**src/rtl/floating_point_add_sequencer.sv**
```systemverilog
// Multi-cycle IEEE-754 adder: IDLE -> ALIGN -> ADD -> NORM -> ROUND -> DONE.
// Denormals are flushed to signed zero; rounding is to nearest, ties to even.
module floating_point_add_sequencer #(
  parameter int unsigned DATA_WIDTH = 32,
  parameter int unsigned MENT_WIDTH = 23,
  parameter int unsigned EXPO_WIDTH = 8
) (
  input  logic                  clk,
  input  logic                  rst,
  input  logic                  in_valid,
  output logic                  in_ready,
  input  logic [DATA_WIDTH-1:0] floating1,
  input  logic [DATA_WIDTH-1:0] floating2,
  output logic                  out_valid,
  input  logic                  out_ready,
  output logic [DATA_WIDTH-1:0] floating_addition_out,
  output logic                  overflow,
  output logic                  invalid
);

  // Working significand: hidden bit, mantissa, then guard/round/sticky.
  localparam int unsigned SW = MENT_WIDTH + 4;
  localparam int unsigned XW = EXPO_WIDTH + 2;
  localparam logic [EXPO_WIDTH-1:0] EXP_MAX = '1;
  localparam logic [XW-1:0] EXP_TOP = {2'b00, EXP_MAX};
  localparam logic [DATA_WIDTH-1:0] QNAN = {1'b0, EXP_MAX, 1'b1, {(MENT_WIDTH-1){1'b0}}};

  typedef enum logic [2:0] {StIdle, StAlign, StAdd, StNorm, StRound, StDone} state_e;

  state_e                state_q;
  logic [DATA_WIDTH-1:0] op1_q, op2_q, special_val_q;
  logic                  special_q, special_inv_q, sign_q, sub_q, both_neg_q, zero_q;
  logic [XW-1:0]         exp_q;
  logic [SW-1:0]         man_a_q, man_b_q, norm_q;
  logic [SW:0]           sum_q;

  assign in_ready = (state_q == StIdle);

  // Align: unpack, order by magnitude, shift B right with sticky collection.
  logic [EXPO_WIDTH-1:0] e1, e2, ea, eb, shamt;
  logic [MENT_WIDTH-1:0] m1, m2, ma, mb;
  logic                  s1, s2, sa, swap, nan1, nan2, inf1, inf2, sp_inv, sp;
  logic [DATA_WIDTH-2:0] mag1, mag2;
  logic [MENT_WIDTH:0]   sig_a, sig_b;
  logic [SW-1:0]         ext_b, al_b;
  logic [DATA_WIDTH-1:0] sp_val;

  always_comb begin
    s1 = op1_q[DATA_WIDTH-1];
    s2 = op2_q[DATA_WIDTH-1];
    e1 = op1_q[DATA_WIDTH-2 -: EXPO_WIDTH];
    e2 = op2_q[DATA_WIDTH-2 -: EXPO_WIDTH];
    m1 = op1_q[MENT_WIDTH-1:0];
    m2 = op2_q[MENT_WIDTH-1:0];
    mag1 = (e1 == '0) ? '0 : {e1, m1};
    mag2 = (e2 == '0) ? '0 : {e2, m2};
    swap = mag2 > mag1;
    sa = swap ? s2 : s1;
    ea = swap ? e2 : e1;
    eb = swap ? e1 : e2;
    ma = swap ? m2 : m1;
    mb = swap ? m1 : m2;
    sig_a = (ea == '0) ? '0 : {1'b1, ma};
    sig_b = (eb == '0) ? '0 : {1'b1, mb};
    ext_b = {sig_b, 3'b000};
    shamt = ea - eb;
    al_b = (ext_b >> shamt) | SW'(|(ext_b & ~({SW{1'b1}} << shamt)));
    nan1 = (e1 == EXP_MAX) && (m1 != '0);
    nan2 = (e2 == EXP_MAX) && (m2 != '0);
    inf1 = (e1 == EXP_MAX) && (m1 == '0);
    inf2 = (e2 == EXP_MAX) && (m2 == '0);
    sp_inv = nan1 | nan2 | (inf1 & inf2 & (s1 ^ s2));
    sp = sp_inv | inf1 | inf2;
    sp_val = sp_inv ? QNAN : (inf1 ? op1_q : op2_q);
  end

  // Normalise: one-step right shift on carry, else left shift by leading zeros.
  int unsigned   lz;
  logic [SW-1:0] nrm;
  logic [XW-1:0] nexp;

  always_comb begin
    lz = SW;
    for (int unsigned i = 0; i < SW; i++) begin
      if (sum_q[i]) lz = SW - 1 - i;
    end
    if (sum_q[SW]) begin
      nrm = sum_q[SW:1];
      nexp = exp_q + XW'(1);
    end else begin
      nrm = sum_q[SW-1:0] << lz;
      nexp = exp_q - XW'(lz);
    end
    nrm[0] = nrm[0] | sum_q[0];
  end

  // Round to nearest even, renormalise on mantissa carry, then pack.
  logic [MENT_WIDTH+1:0] rnd;
  logic [MENT_WIDTH-1:0] frac;
  logic [XW-1:0]         fexp;
  logic                  up, res_ovf, res_inv;
  logic [DATA_WIDTH-1:0] res;

  always_comb begin
    up = norm_q[2] & (norm_q[1] | norm_q[0] | norm_q[3]);
    rnd = {1'b0, norm_q[SW-1:3]} + {{(MENT_WIDTH+1){1'b0}}, up};
    if (rnd[MENT_WIDTH+1]) begin
      fexp = exp_q + XW'(1);
      frac = rnd[MENT_WIDTH:1];
    end else begin
      fexp = exp_q;
      frac = rnd[MENT_WIDTH-1:0];
    end
    res_ovf = 1'b0;
    res_inv = 1'b0;
    if (special_q) begin
      res = special_val_q;
      res_inv = special_inv_q;
    end else if (zero_q) begin
      res = {both_neg_q, {(DATA_WIDTH-1){1'b0}}};
    end else if (!fexp[XW-1] && fexp >= EXP_TOP) begin
      res = {sign_q, EXP_MAX, {MENT_WIDTH{1'b0}}};
      res_ovf = 1'b1;
    end else if (fexp[XW-1] || fexp == '0) begin
      res = {sign_q, {(DATA_WIDTH-1){1'b0}}};
    end else begin
      res = {sign_q, fexp[EXPO_WIDTH-1:0], frac};
    end
  end

  always_ff @(posedge clk) begin
    if (rst) begin
      state_q <= StIdle;
      out_valid <= 1'b0;
      floating_addition_out <= '0;
      overflow <= 1'b0;
      invalid <= 1'b0;
    end else begin
      case (state_q)
        StIdle: begin
          if (in_valid) begin
            op1_q <= floating1;
            op2_q <= floating2;
            state_q <= StAlign;
          end
        end
        StAlign: begin
          sign_q <= sa;
          sub_q <= s1 ^ s2;
          both_neg_q <= s1 & s2;
          exp_q <= {2'b00, ea};
          man_a_q <= {sig_a, 3'b000};
          man_b_q <= al_b;
          special_q <= sp;
          special_inv_q <= sp_inv;
          special_val_q <= sp_val;
          state_q <= StAdd;
        end
        StAdd: begin
          sum_q <= sub_q ? ({1'b0, man_a_q} - {1'b0, man_b_q})
                         : ({1'b0, man_a_q} + {1'b0, man_b_q});
          state_q <= StNorm;
        end
        StNorm: begin
          norm_q <= nrm;
          exp_q <= nexp;
          zero_q <= (sum_q == '0);
          state_q <= StRound;
        end
        StRound: begin
          floating_addition_out <= res;
          overflow <= res_ovf;
          invalid <= res_inv;
          out_valid <= 1'b1;
          state_q <= StDone;
        end
        StDone: begin
          if (out_ready) begin
            out_valid <= 1'b0;
            floating_addition_out <= '0;
            overflow <= 1'b0;
            invalid <= 1'b0;
            state_q <= StIdle;
          end
        end
        default: state_q <= StIdle;
      endcase
    end
  end

endmodule

```
**config.mk**
```make
export PLATFORM = sky130hd
export DESIGN_NAME = floating_point_add_sequencer
export DESIGN_NICKNAME = d
export VERILOG_FILES = /design/src/rtl/floating_point_add_sequencer.sv
export SDC_FILE = /design/constraint.sdc
export NUM_CORES = 1
export LEC_CHECK = 0
export CAP_MARGIN = 40
export CELL_PAD_IN_SITES_DETAIL_PLACEMENT = 1
export CELL_PAD_IN_SITES_GLOBAL_PLACEMENT = 1
export CORE_MARGIN = 5
export CORE_UTILIZATION = 45
export DETAILED_ROUTE_END_ITERATION = 12
export DONT_BUFFER_PORTS = 1
export PLACE_DENSITY = 0.74
export SLEW_MARGIN = 40
export SYNTH_ARGS = -nofsm -noshare
export SYNTH_HDL_FRONTEND = slang
export SYNTH_SLANG_ARGS = --single-unit
```
**constraint.sdc**
```tcl
create_clock -name clk -period 23.4 [get_ports clk]
set_clock_uncertainty 0.15 [all_clocks]
set_input_delay 3.51 -clock clk [delete_from_list [all_inputs] [get_ports clk]]
set_output_delay 3.51 -clock clk [all_outputs]
set_load 0.02 [all_outputs]
```
==> results of run 1 <==
state kept, by name, indices dropped and copies added (netlist names), 3 cells and up:
name,cells
norm_q,27
op1_q,32
op2_q,32
floating_addition_out,32
state_q,3
sum_q,28
man_b_q,27
man_a_q,24
exp_q,10
special_val_q,32
metrics by stage:
stage / cell area (µm²) / setup slack, ps
5_1_grt: 19440 / 16530
6_report: 19440 / 16930
3_5_place_dp: 18360 / 16760
4_1_cts: 19410 / 16720
3_3_place_gp: 18320 / 17020
2_1_floorplan: 17900 / 12870
layout make-up:
cell class / instances / area, µm²
Fill cell: 4516 / 20110
Multi-Input combinational cell: 1493 / 9836
Sequential cell: 256 / 7307
Clock buffer: 35 / 789.5
Tap cell: 525 / 656.9
Inverter: 98 / 367.9
Clock inverter: 21 / 267.8
Timing Repair Buffer: 26 / 202.7
Antenna cell: 6 / 15.01
worst max-delay path by stage:
stage / startpoint / end / slack [ps] / depth (start not counted)
6_report: op2_q[23] / man_b_q[2] / 16930 / 23
3_5_place_dp: op2_q[23] / man_b_q[0] / 16760 / 23
3_3_place_gp: op2_q[23] / man_b_q[0] / 17020 / 22
5_1_grt: op2_q[23] / man_b_q[0] / 16530 / 22
4_1_cts: op2_q[23] / man_b_q[0] / 16720 / 23
2_1_floorplan: rst / state_q[1] / 12870 / 3
power by group through the flow:
stage / clock (mW) / combinational [mW] / sequential, mW
CTS: 0.504 / 0.329 / 0.557
finish: 0.495 / 0.334 / 0.559
floorplan: 0 / 0.241 / 0.551
global placement: 0 / 0.320 / 0.566
global route: 0.527 / 0.363 / 0.560
detailed placement: 0 / 0.327 / 0.567
tightest hold or removal path: stages (launching register included):
cell and delay (ps):
edfxtp_1 320, a22oi_1 70, nor2_1 100
layer usage:
layer	routed length, µm	vias up	track usage
met5	13	-	0
met2	29160	563	0.4500
met1	26060	7723	0.3703
met3	4239	126	0.04111
li1	-	7114	-
met4	2415	2	0.09226
placed cells by master (no fill, tap or decap), drive strengths merged, types with 22 or more instances in the layout:
cell type / n
inv: 99
nand2b: 32
dfxtp: 38
nand4: 25
ha: 89
mux2i: 104
a211oi: 24
o21ai: 99
a21oi: 165
a22oi: 24
clkbuf: 35
nor2: 201
buf: 26
edfxtp: 218
nor4: 27
xnor2: 52
nor3: 54
a31oi: 22
and2: 48
nand3: 34
nand2: 215
kinds of logic after synthesis:
| group | Yosys count | synth area share |
|---|---|---|
| AOI/OAI and AO/OA | 498 | 0.1818 |
| xor gates and xnor gates | 73 | 0.03614 |
| adders and majority gates | 92 | 0.06502 |
| buffers and inverters | 216 | 0.04684 |
| DFF | 256 | 0.4083 |
| muxes | 120 | 0.07159 |
| and+or+nand+nor | 710 | 0.1903 |
==> summary.txt, run 1 <==
Outcome
  – Outcome: completed

Placement
  – Placer Congestion: 0.9591
  – Placed Cells incl. Taps: 2397
  – IO Port Bufs: 0
  – Dpl hpwl: 46.88 mm

Pwr
  – Net Sw Power: 0.4466 mW
  – PD cells: 71.34 nW/µm²
  – Switching share of power: 0.3220
  – Peak VDD IR: 0.06206 mV
  – Seq pwr share: 0.403
  – Comb pwr share: 0.241
  – Internal power: 0.9404 mW
  – Leak: 7.424 nW
  – Clk pwr share: 0.357
  – Final Power: 1.387 mW

Synth
  – Largest cells by area after synthesis: edfxtp_1 37%, ha_1 6.2%, mux2i_1 5.8%, a21oi_1 4.6%, nand2_1 4.5%
  – Synth top cells by count: 218 x edfxtp_1, 214 x nand2_1, 200 x nor2_1, 165 x a21oi_1, 103 x mux2i_1
  – Synthesized Nets: 2124
  – Register area share after synthesis: 0.4083
  – Async SR Flop Fraction: 0
  – Main synth FF type: edfxtp_1
  – Distinct cell type count after synthesis: 92
  – Top-area cell type share of the netlist area: 0.3658
  – Number of flops mapped to enable cells by yosys: 218
  – Synth Instances: 1965
  – Cell with the most instances after synthesis: edfxtp_1
  – Leading area contributor after synthesis: edfxtp_1
  – #FFs+latches synth: 256
  – Yosys warns: 0
  – Synth Area per Inst: 9.108 µm²
  – Mapped Area: 17900 µm²

Routing
  – Vias per cell: 6.312
  – WL/cell: 25.16 µm
  – DRC Markers: 0
  – Final ANT Viol Nets: 0
  – Wirelength, routed: 61.90 mm
  – Via count: 15530
  – DRT Pass-1 Iters: 6
  – DR iter-0 viols: 1479

Setup path
  – Crit path launch type: flip-flop
  – Crit. End Element: flip-flop
  – Critical Path Max Stage Delay: 620 ps
  – Critical Setup Path Class: reg2reg
  – Critical Path RT: 23590 ps
  – CP arrival: 6660 ps
  – Register-to-register setup slack: 16930 ps
  – FF-to-FF Start: op2_q[23]
  – Largest delay contributor family on the critical path: simple AND/OR/NAND/NOR gates
  – Critical Path Fanout Max: 25
  – CP Cell Sequence: nor4_1 > nand2_2 > nand2_1 > inv_1 > ha_1 > a211oi_1 > o21ai_0 > o221ai_1 > and4_1 > nor2_4 > nor2_1 > a22oi_1 > ha_1 > or4_1 > o31a_1 > a22oi_2 > mux2i_2 > buf_4 > nor2_1 > and3_1 > a21oi_1 > nor3_1 > a21o_1
  – Worst path bufs/invs: 2
  – Reg2Reg Capture Point: man_b_q[2]
  – Reg2Reg Depth: 23
  – Critical path's slowest cell: edfxtp_1

Job
  – Max-Cap Viols: 0

Layout
  – Final core utilization: 0.4916
  – Share of cells above drive strength 1: 0.06947
  – Layout area overhead: 8.634%
  – Post-Layout Cell Count: 2460
  – Final net count: 2064

STA
  – Final setup violation count: 0
  – Final Cycle Share: 0.2765
  – Worst slew pin tran: 817.3 ps
  – Relative slew margins: 0.4552
  – Final Hold Vio Count: 0
  – Fmax: 0.1546 GHz
  – RSZ-0062 raised after global routing: no
  – Min Tclk post-route: 6470 ps
  – Fin Setup TNS: 0 ps
  – Slew Viols, Final: 0
  – Hold_ws: 384.0 ps

Min path
  – Hold-critical path depth: 2
  – Hold EP: invalid
  – Min-delay src: special_inv_q
  – Class of the worst hold path: reg2reg

Clock network
  – Clock latency on the worst-skew pair: 590 ps
  – Setup bufs post-CTS: 0
  – Inserted Clock Buffers: 30
  – Post-CTS Resized: 0
  – CTS tree: yes
  – CTS max path bufs: 3
  – H-tree depth: 1
  – Sink Count: 256
  – CTS clk-pin slew, worst paths: 60 ps
  – CTS root buf: clkbuf_16
  – Hold_buf cts: 0

Die
  – Total core area: 39550 µm²
  – Initial Utilization: 0.4525
  – Die W: 209.4 µm
  – Die height: 209.4 µm
  – IO Pins: 104
  – Row Count: 73
  – Die area: 43860 µm²

Global route
  – First-pass GRT wire length: 95.11 mm
  – Total GRT Usage: 0.2732
  – Number of global-route vias before repair: 15690
  – Initial antenna violation count: 8
  – Largest net degree at the start of global routing: 74
  – Grt ovf: 0
Power figures use the tool's default switching activity.
==> inputs of run 2 (changes only) <==
Clock period 23.4 ns to 6.8 ns, I/O delays scaled along.
==> run 2 against run 1 <==
  * Critical path depth did not move
  * Critical path type unchanged
  * Sequential power rose to 3.4 times the previous value
  * Largest power group unchanged
  * Core utilization rose by 0.45 points
  * Critical endpoint is now man_b_q[0]
  * Wire length rose by 2.5%
  * Global-route usage rose by 0.52 points
  * Setup slack got worse by 17000 ps
  * First-iteration DRC count rose by 6.4%
  * Non-clock buffer count rose by 15
  * Sequential cell count did not move
  * Worst hold slack got worse by 37 ps
  * Combinational power rose to 3.5 times the previous value
  * Die area did not move
==> summary.txt, run 2 (synthesized netlist as in run 1, its figures left out) <==
Layout
  – Layout area overhead: 9.620%
  – Fillcell total: 4490 (-0.58%)
  – Sequential standard cell area: 7307 µm² (unchanged)
  – Final net count: 2079 (+0.73%)
  – Multi-input gate area: 9858 µm² (+0.23%)
  – Share of cells above drive strength 1: 0.07613 (+0.006666)
  – Commonest cells after routing, fill and taps aside: 218 x edfxtp_1, 213 x nand2_1, 198 x nor2_1
  – Final instance area: 19620 µm² (+0.91%)
  – Most common cell after layout, fill and taps aside: edfxtp_1

Clock network
  – Post-CTS Resized: 0 (unchanged)
  – Inserted Clock Buffers: 30 (unchanged)
  – CTS root buf: clkbuf_16
  – CTS clk-pin slew, worst paths: 70 ps (about the same)
  – CTS max path bufs: 3 (unchanged)
  – Sink Count: 256 (unchanged)
  – Hold_buf cts: 0 (unchanged)
  – CTS tree: yes
  – Clock latency on the worst-skew pair: 590 ps (about the same)
  – H-tree depth: 1 (unchanged)
  – Setup bufs post-CTS: 0 (unchanged)

STA
  – Fmax: 0.1544 GHz (-0.11%)
  – Final Hold Vio Count: 0 (unchanged)
  – Fin Setup TNS: 0 ps (unchanged)
  – Final Cycle Share: 0.9526 (+0.6761)
  – Final setup violation count: 0 (unchanged)
  – Slew Viols, Final: 0 (unchanged)
  – Relative slew margins: 0.4837 (+0.02857)
  – RSZ-0062 raised after global routing: no
  – Min Tclk post-route: 6478 ps (+7.363 ps)
  – Worst slew pin tran: 768.5 ps (-48.76 ps)
  – Hold_ws: 346.6 ps (-37.36 ps)

Setup path
  – Critical Path RT: 6970 ps (-16620 ps)
  – Critical Setup Path Class: reg2reg
  – Register-to-register setup slack: 320 ps (-16610 ps)
  – Largest delay contributor family on the critical path: simple AND/OR/NAND/NOR gates
  – Critical path's slowest cell: nor4_1
  – Worst path bufs/invs: 3 (+1)
  – Crit path launch type: flip-flop
  – CP arrival: 6650 ps (about the same)
  – Critical Path Fanout Max: 21 (-16%)
  – Levels on crit path: 23 (unchanged)
  – Reg2Reg Depth: 23 (unchanged)
  – Crit. End Element: flip-flop
  – CP Cell Sequence: nor4_1 > nand2_2 > buf_4 > nand2_1 > inv_1 > ha_1 > a21oi_1 > o21ai_0 > a211o_1 > o21ai_1 > nor2_4 > nor2_1 > a22oi_1 > ha_1 > or4_1 > o31a_1 > a22oi_2 > mux2i_4 > buf_4 > nor2_1 > o31ai_1 > a211oi_1 > nand4_1
  – Critical Path Max Stage Delay: 560 ps (-60 ps)

Global route
  – Largest net degree at the start of global routing: 67 (-9.5%)
  – First-pass GRT wire length: 96.22 mm (+1.2%)
  – Initial antenna violation count: 6 (-2)
  – Number of global-route vias before repair: 15710 (+0.12%)
  – Total GRT Usage: 0.2784 (+0.005229)
  – Grt ovf: 0 (unchanged)

Pwr
  – PD cells: 249.1 nW/µm² (+250%)
  – Leak: 7.536 nW (+1.5%)
  – Final Power: 4.887 mW (+250%)
  – Peak VDD IR: 0.2110 mV (+240%)

Routing
  – Via count: 15630 (+0.68%)
  – DR iter-0 viols: 1574 (+6.4%)
  – Final ANT Viol Nets: 0 (unchanged)
  – Vias per cell: 6.324 (+0.19%)
  – Wirelength, routed: 63.45 mm (+2.5%)
  – DRC Markers: 0 (unchanged)
  – WL/cell: 25.67 µm (+2.0%)
  – DRT Pass-1 Iters: 6 (unchanged)

Die
  – Die height: 209.4 µm (unchanged)
  – Die W: 209.4 µm (unchanged)
  – Die area: 43860 µm² (unchanged)
  – Row Count: 73 (unchanged)
  – Initial Utilization: 0.4525 (unchanged)
  – IO Pins: 104 (unchanged)
  – Total core area: 39550 µm² (unchanged)

Job
  – Max-Cap Viols: 0 (unchanged)

Min path
  – Hold-critical path depth: 1 (-1)
  – Class of the worst hold path: in2reg

Placement
  – Area after DPL: 18490 µm² (+0.72%)
  – Placer Congestion: 0.9450 (-1.5%)
  – IO Port Bufs: 0 (unchanged)
  – Dpl hpwl: 48.09 mm (+2.6%)

Outcome
  – Outcome: completed
run 2: changes by cell type in the layout (fill, tap and decap cells not counted), sizes merged, moves of 2 or more:
cell      change
bufinv        +2
diode         -3
clkinv        +2
clkinvlp      -2
buf          +15
run 2: worst paths after layout:
path | to | start
hold reg to reg | invalid | special_inv_q
setup / recovery | man_b_q[0] | op2_q[30]
setup reg to reg | man_b_q[0] | op2_q[30]
hold / removal | floating_addition_out[24] | rst
run 2: routing by layer:
layer	track usage	up-vias	share of wire
met4	0.09743	4	0.040
met2	0.4606	614	0.47
li1	-	7140	-
met3	0.04410	123	0.070
met5	0	-	0.00033
met1	0.3729	7753	0.42
run 2: area by class of cell:
class / instances / area share
clock inverter: 22 / 0.01633
timing repair buffer: 41 / 0.01607
inverter: 98 / 0.01875
sequential: 256 / 0.3724
clock buffer: 34 / 0.04005
antenna: 3 / 0.0003827
multi-input combinational: 1493 / 0.5025
tap: 525 / 0.03348
run 2: metrics by stage:
stage	cells	util	setup slack, ps
after floorplan	1965	-	590.8
after global placement	2413	0.4664	356.8
after detailed placement	2413	0.4674	238.6
after CTS	2469	0.4954	133.5
after global routing	2471	0.4960	9.537
final	2472	0.4961	322.2
run 2: worst reg2reg max path: stages, from the launching register on:
cell and delay [ps]:
edfxtp_1 500, nor4_1 560, nand2_2 330, buf_4 280, nand2_1 90, inv_1 70
ha_1 340, a21oi_1 120, o21ai_0 140, a211o_1 300, o21ai_1 340, nor2_4 100
nor2_1 110, a22oi_1 100, ha_1 230, or4_1 530, o31a_1 260, a22oi_2 240
mux2i_4 150, buf_4 250, nor2_1 430, o31ai_1 190, a211oi_1 280, nand4_1 120
run 2: power by group:
group	total (mW)	switching, mW	leakage [nW]	internal (mW)
clock network	1.79	0.690	0.540	1.10
logic	1.18	0.770	4.69	0.409
registers	1.92	0.104	2.30	1.81
==> inputs of run 3 (changes only) <==
Settings changed: CAP_MARGIN 40 to 10.
==> results of run 3 <==
The final DEF is identical to that of run 2; final timing and power are the same.
